File: src/rtl/non_blocking_pkg.sv
// Shared types and the wrap/saturate adder for non_blocking_demo.
// Define NB_SAT_EN to make the sum saturate instead of wrapping.
package non_blocking_pkg;
  localparam int DEF_WIDTH = 8;
  localparam int DEF_DEPTH = 3;
  localparam int MAX_W     = 32;

  typedef logic [DEF_WIDTH-1:0] data_t;

  // Width-generic add; caller truncates the result to w bits (w <= MAX_W).
  function automatic logic [MAX_W-1:0] add_f(input logic [MAX_W-1:0] a,
                                             input logic [MAX_W-1:0] b,
                                             input int unsigned      w);
    logic [MAX_W:0] s;
    logic [MAX_W:0] m;
    s = {1'b0, a} + {1'b0, b};
    m = ((MAX_W+1)'(1) << w) - (MAX_W+1)'(1);
`ifdef NB_SAT_EN
    if (s > m) s = m;
`endif
    return MAX_W'(s & m);
  endfunction
endpackage

File: src/rtl/non_blocking_demo_stage.sv
// One WIDTH-bit pipeline register with synchronous active-high reset and enable.
module nb_stage #(
  parameter int WIDTH = 8
) (
  input  logic             clk,
  input  logic             rstn,
  input  logic             en,
  input  logic [WIDTH-1:0] d,
  output logic [WIDTH-1:0] q
);
  always_ff @(posedge clk) begin
    if (rstn)    q <= '0;
    else if (en) q <= d;
  end
endmodule

File: src/rtl/non_blocking_demo.sv
// A+B through a DEPTH-stage register chain and through a collapsed single-register chain.
// Define NB_SAT_EN to saturate the sum instead of wrapping.
module non_blocking_demo
  import non_blocking_pkg::*;
#(
  parameter int WIDTH = DEF_WIDTH,
  parameter int DEPTH = DEF_DEPTH
) (
  input  logic             clk,
  input  logic             rstn,
  input  logic             ena,
  input  logic [WIDTH-1:0] A,
  input  logic [WIDTH-1:0] B,
  output logic [WIDTH-1:0] dout_non_blocking,
  output logic [WIDTH-1:0] dout_blocking
);
  logic [WIDTH-1:0]            sum;
  logic [DEPTH-1:0][WIDTH-1:0] s;
  logic [DEPTH-1:0][WIDTH-1:0] t;

  assign sum = WIDTH'(add_f(MAX_W'(A), MAX_W'(B), WIDTH));

  for (genvar g = 0; g < DEPTH; g++) begin : g_stage
    if (g == 0) begin : g_head
      nb_stage #(.WIDTH(WIDTH)) u_stage (
        .clk(clk), .rstn(rstn), .en(ena), .d(sum), .q(s[g])
      );
    end else begin : g_body
      nb_stage #(.WIDTH(WIDTH)) u_stage (
        .clk(clk), .rstn(rstn), .en(ena), .d(s[g-1]), .q(s[g])
      );
    end
  end

  assign dout_non_blocking = s[DEPTH-1];

  // In-order evaluation passes sum straight through t[], so only the
  // final output is actually registered.
  always_comb begin
    t    = '0;
    t[0] = sum;
    for (int i = 1; i < DEPTH; i++) t[i] = t[i-1];
  end

  always_ff @(posedge clk) begin
    if (rstn)     dout_blocking <= '0;
    else if (ena) dout_blocking <= t[DEPTH-1];
  end
endmodule

File: config.mk
export PLATFORM = sky130hd
export DESIGN_NAME = non_blocking_demo
export DESIGN_NICKNAME = d
export VERILOG_FILES = /design/src/rtl/non_blocking_pkg.sv /design/src/rtl/non_blocking_demo_stage.sv /design/src/rtl/non_blocking_demo.sv
export SDC_FILE = /design/constraint.sdc
export NUM_CORES = 1
export LEC_CHECK = 0
export CAP_MARGIN = 20
export CORE_ASPECT_RATIO = 1.2
export CORE_UTILIZATION = 42
export DETAILED_ROUTE_END_ITERATION = 10
export PLACE_DENSITY = 0.81
export SLEW_MARGIN = 20
export SYNTH_ARGS = -nofsm -noshare
export SYNTH_HDL_FRONTEND = slang
export SYNTH_SLANG_ARGS = --single-unit
export TNS_END_PERCENT = 30
File: constraint.sdc
create_clock -name clk -period 1.5 [get_ports clk]
set_input_delay 0.225 -clock clk [delete_from_list [all_inputs] [get_ports clk]]
set_output_delay 0.225 -clock clk [all_outputs]
set_load 0.02 [all_outputs]
==> results.txt <==
Run status - completed
Net Sw Frac - 0.265
Layout area overhead - 54.7%
Layout cells sized above 1 - 0.230
Hold Path Depth - 4
Clk pwr share - 0.284
#FFs+latches synth - 24
Lkg Pwr - 0.910 nW
WHS - 421 ps
Final hold viol count - 0
R2r worst-path depth - 2
Critical path arrival - 1700 ps
Ys async rst share - 0
Sequential-to-total area share from yosys stat - 0.393
Worst reg-to-reg setup slack - 750 ps
Initial DRC Count - 15
Hold path startpoint - A[0]
GRT Resource Usage Total - 0.198
P per Cell Area - 850 nW/um^2
Vias/cell - 5.33
Ys flop type - dfxtp_1
IO Port Bufs - 34
Crit start category - primary input
Vias in the first global route - 1115
Worst Tran Pin Value - 458 ps
Die Wd - 51.3 microns
Num CTS Buffers - 3
Mean Syn Cell Area - 9.71 sq um
Max_cap viols - 0
First-pass GRT wire length - 4.71 mm
Core area - 2790 sq um
Reg2reg start - dout_blocking[7]
Hold Path Class - primary input to register
Io pins - 35
Setup TNS - 0 ps
Final Setup Violations - 0
Logic gate share of total power - 0.283
H-tree depth - 1
Max-slew headroom - 0.693
Starting density of the core - 0.439
Max IR drop VDD - 0.000730 V
Worst setup EP type - register
Post-synth top area share - 0.393
End of the worst hold path - dout_blocking[0]
Clk root buf - clkbuf_4
Antenna violations before repair - 0
Via Count - 1157
Synthesized area - 1220 sq um
Die area - 3130 sq um
Drt drc - 0
TritonCTS Sinks - 24
Critical Setup Path Class - primary input to register
Fin crit share - 0.989
Final #Nets - 211
CTS clk-pin slew, worst paths - 130 ps
Synth cell types - 34
Die height - 61.1 microns
Top cells by area, synth - dfxtp_1 (39%), mux2i_1 (15%), ha_1 (7.2%), nor2_1 (7.1%), o21a_1 (2.5%)
Largest net degree at the start of global routing - 15
RSZ-0062 raised after global routing - true
Worst skew pair latency - 310 ps
Max FO, Critical Path - 2
Grt ovf - 0
Synth Net Count - 153
Ys Warns - 0
TritonCTS clock tree - built
Final WL - 3.10 mm
Final ANT Viol Nets - 0
Synth area leader - dfxtp_1
Seq pwr share - 0.434
Dpl hpwl - 2.09 mm
Capturing point of the worst reg2reg path - dout_blocking[7]
First-pass iteration count of the detailed router - 4
# diodes - 0
Fin. max-slew vios - 0
Longest Clk Path Bufs - 2
Row count - 21
EDFF count, synth - 0
Cells after Synth - 126
Net switching power figure - 0.426 mW
Int Power - 1.18 mW
DR WL/cell - 14.3 microns
Fmax achieved - 674 MHz
Tot Pwr - 1.61 mW
Clock Skews - 0.686 ps
Hold_buf cts - 0
Tmin final - 1480 ps
Critical Path RT - 1720 ps
Final GP Congestion - 0.869
how the worst max path moves through the flow:
stage                                 to                           start  cells past startpoint
finish                  dout_blocking[4]                            B[0]                      9
global route            dout_blocking[5]                            A[1]                      7
CTS                 dout_non_blocking[0]  g_stage[2].g_body.u_stage.q[0]                      1
detailed placement      dout_blocking[4]                            A[0]                      8
global placement        dout_blocking[4]                            A[0]                      8
floorplan               dout_blocking[7]                            A[2]                      5
worst max-delay path, cell delays in order:
cell and delay [ps]:
clkdlybuf4s15_1 170, ha_2 200, inv_2 40, fa_2 350, nor2b_1 140, o21a_1 150
buf_4 110, nor3_1 40, o41ai_2 270
per-stage QoR:
stage                      util  cell area, sq um  instances  setup WS (ps)
final                     0.680              1890        217           17.2
after global routing      0.680              1890        217          -24.7
after CTS                 0.666              1850        217        0.00622
after detailed placement  0.622              1730        206           -599
after global placement    0.622              1730        206           -513
after floorplan               -              1220        126           23.7
logic make-up after synthesis:
family,Yosys count,share of synthesized area
AND/OR/NAND/NOR,41,0.161
flip-flops,24,0.393
AO/OA/AOI/OAI,21,0.150
multiplexers,18,0.147
buffers and inverters,12,0.0470
adder cells (fa/ha/maj),8,0.0879
XOR/XNOR,2,0.0143
synth_stat cells, drive strengths merged, types with 2 or more instances:
cell type / instances
a31oi: 2
a211oi: 3
buf: 6
nand3: 5
nor2: 23
nor2b: 2
o2111ai: 2
nor3: 4
o31a: 2
dfxtp: 24
ha: 7
mux2i: 18
nand2b: 2
o21a: 5
inv: 6
nor3b: 2
power groups by stage:
| stage | Sequential [mW] | Clock [mW] | Combinational [mW] |
|---|---|---|---|
| 4_1_cts | 0.698 | 0.471 | 0.422 |
| 5_1_grt | 0.703 | 0.490 | 0.490 |
| 3_5_place_dp | 0.713 | 0 | 0.405 |
| 6_report | 0.698 | 0.457 | 0.455 |
| 2_1_floorplan | 0.739 | 0 | 0.187 |
| 3_3_place_gp | 0.712 | 0 | 0.392 |
metal layers:
| layer | part of all wire | track usage |
|---|---|---|
| met4 | 0.013 | 0.0849 |
| met3 | 0.038 | 0.0395 |
| met1 | 0.42 | 0.225 |
| met5 | 0 | 0 |
| met2 | 0.53 | 0.361 |
placed cells by master (no fill, tap or decap), drive strengths merged, types with 2 or more instances in the layout:
| master | Yosys | layout |
|---|---|---|
| o31a | 2 | 2 |
| clkdlybuf4s50 | 0 | 10 |
| nor3 | 4 | 4 |
| a31oi | 2 | 2 |
| buf | 6 | 25 |
| nand2b | 2 | 2 |
| clkbuf | 0 | 3 |
| o2111ai | 2 | 2 |
| nor2 | 23 | 23 |
| dlymetal6s2s | 0 | 3 |
| clkdlybuf4s15 | 0 | 4 |
| nor3b | 2 | 2 |
| dlygate4sd2 | 0 | 17 |
| inv | 6 | 6 |
| a211oi | 3 | 3 |
| mux2i | 18 | 18 |
| nor2b | 2 | 2 |
| nand3 | 5 | 5 |
| dfxtp | 24 | 24 |
| o21a | 5 | 5 |
| ha | 7 | 7 |
state kept, by name, summed over array words and instances (netlist names):
| register | flops |
|---|---|
| g_stage.g_body.u_stage.q | 16 |
| dout_blocking | 8 |
layout make-up:
type | instances | area (sq um)
sequential | 24 | 480
fill | 231 | 892
clock inverter | 1 | 30.0
multi-input combinational | 90 | 756
tap | 34 | 42.5
timing repair buffer | 59 | 539
clock buffer | 3 | 22.5
inverter | 6 | 22.5
repair_timing:
action                                  CTS  global route
endpoints found under the setup margin   20             6
pin swaps                                10             5
gates resized for setup                  34             7
buffers inserted                          7             0
(Power assumes the default switching activity.)
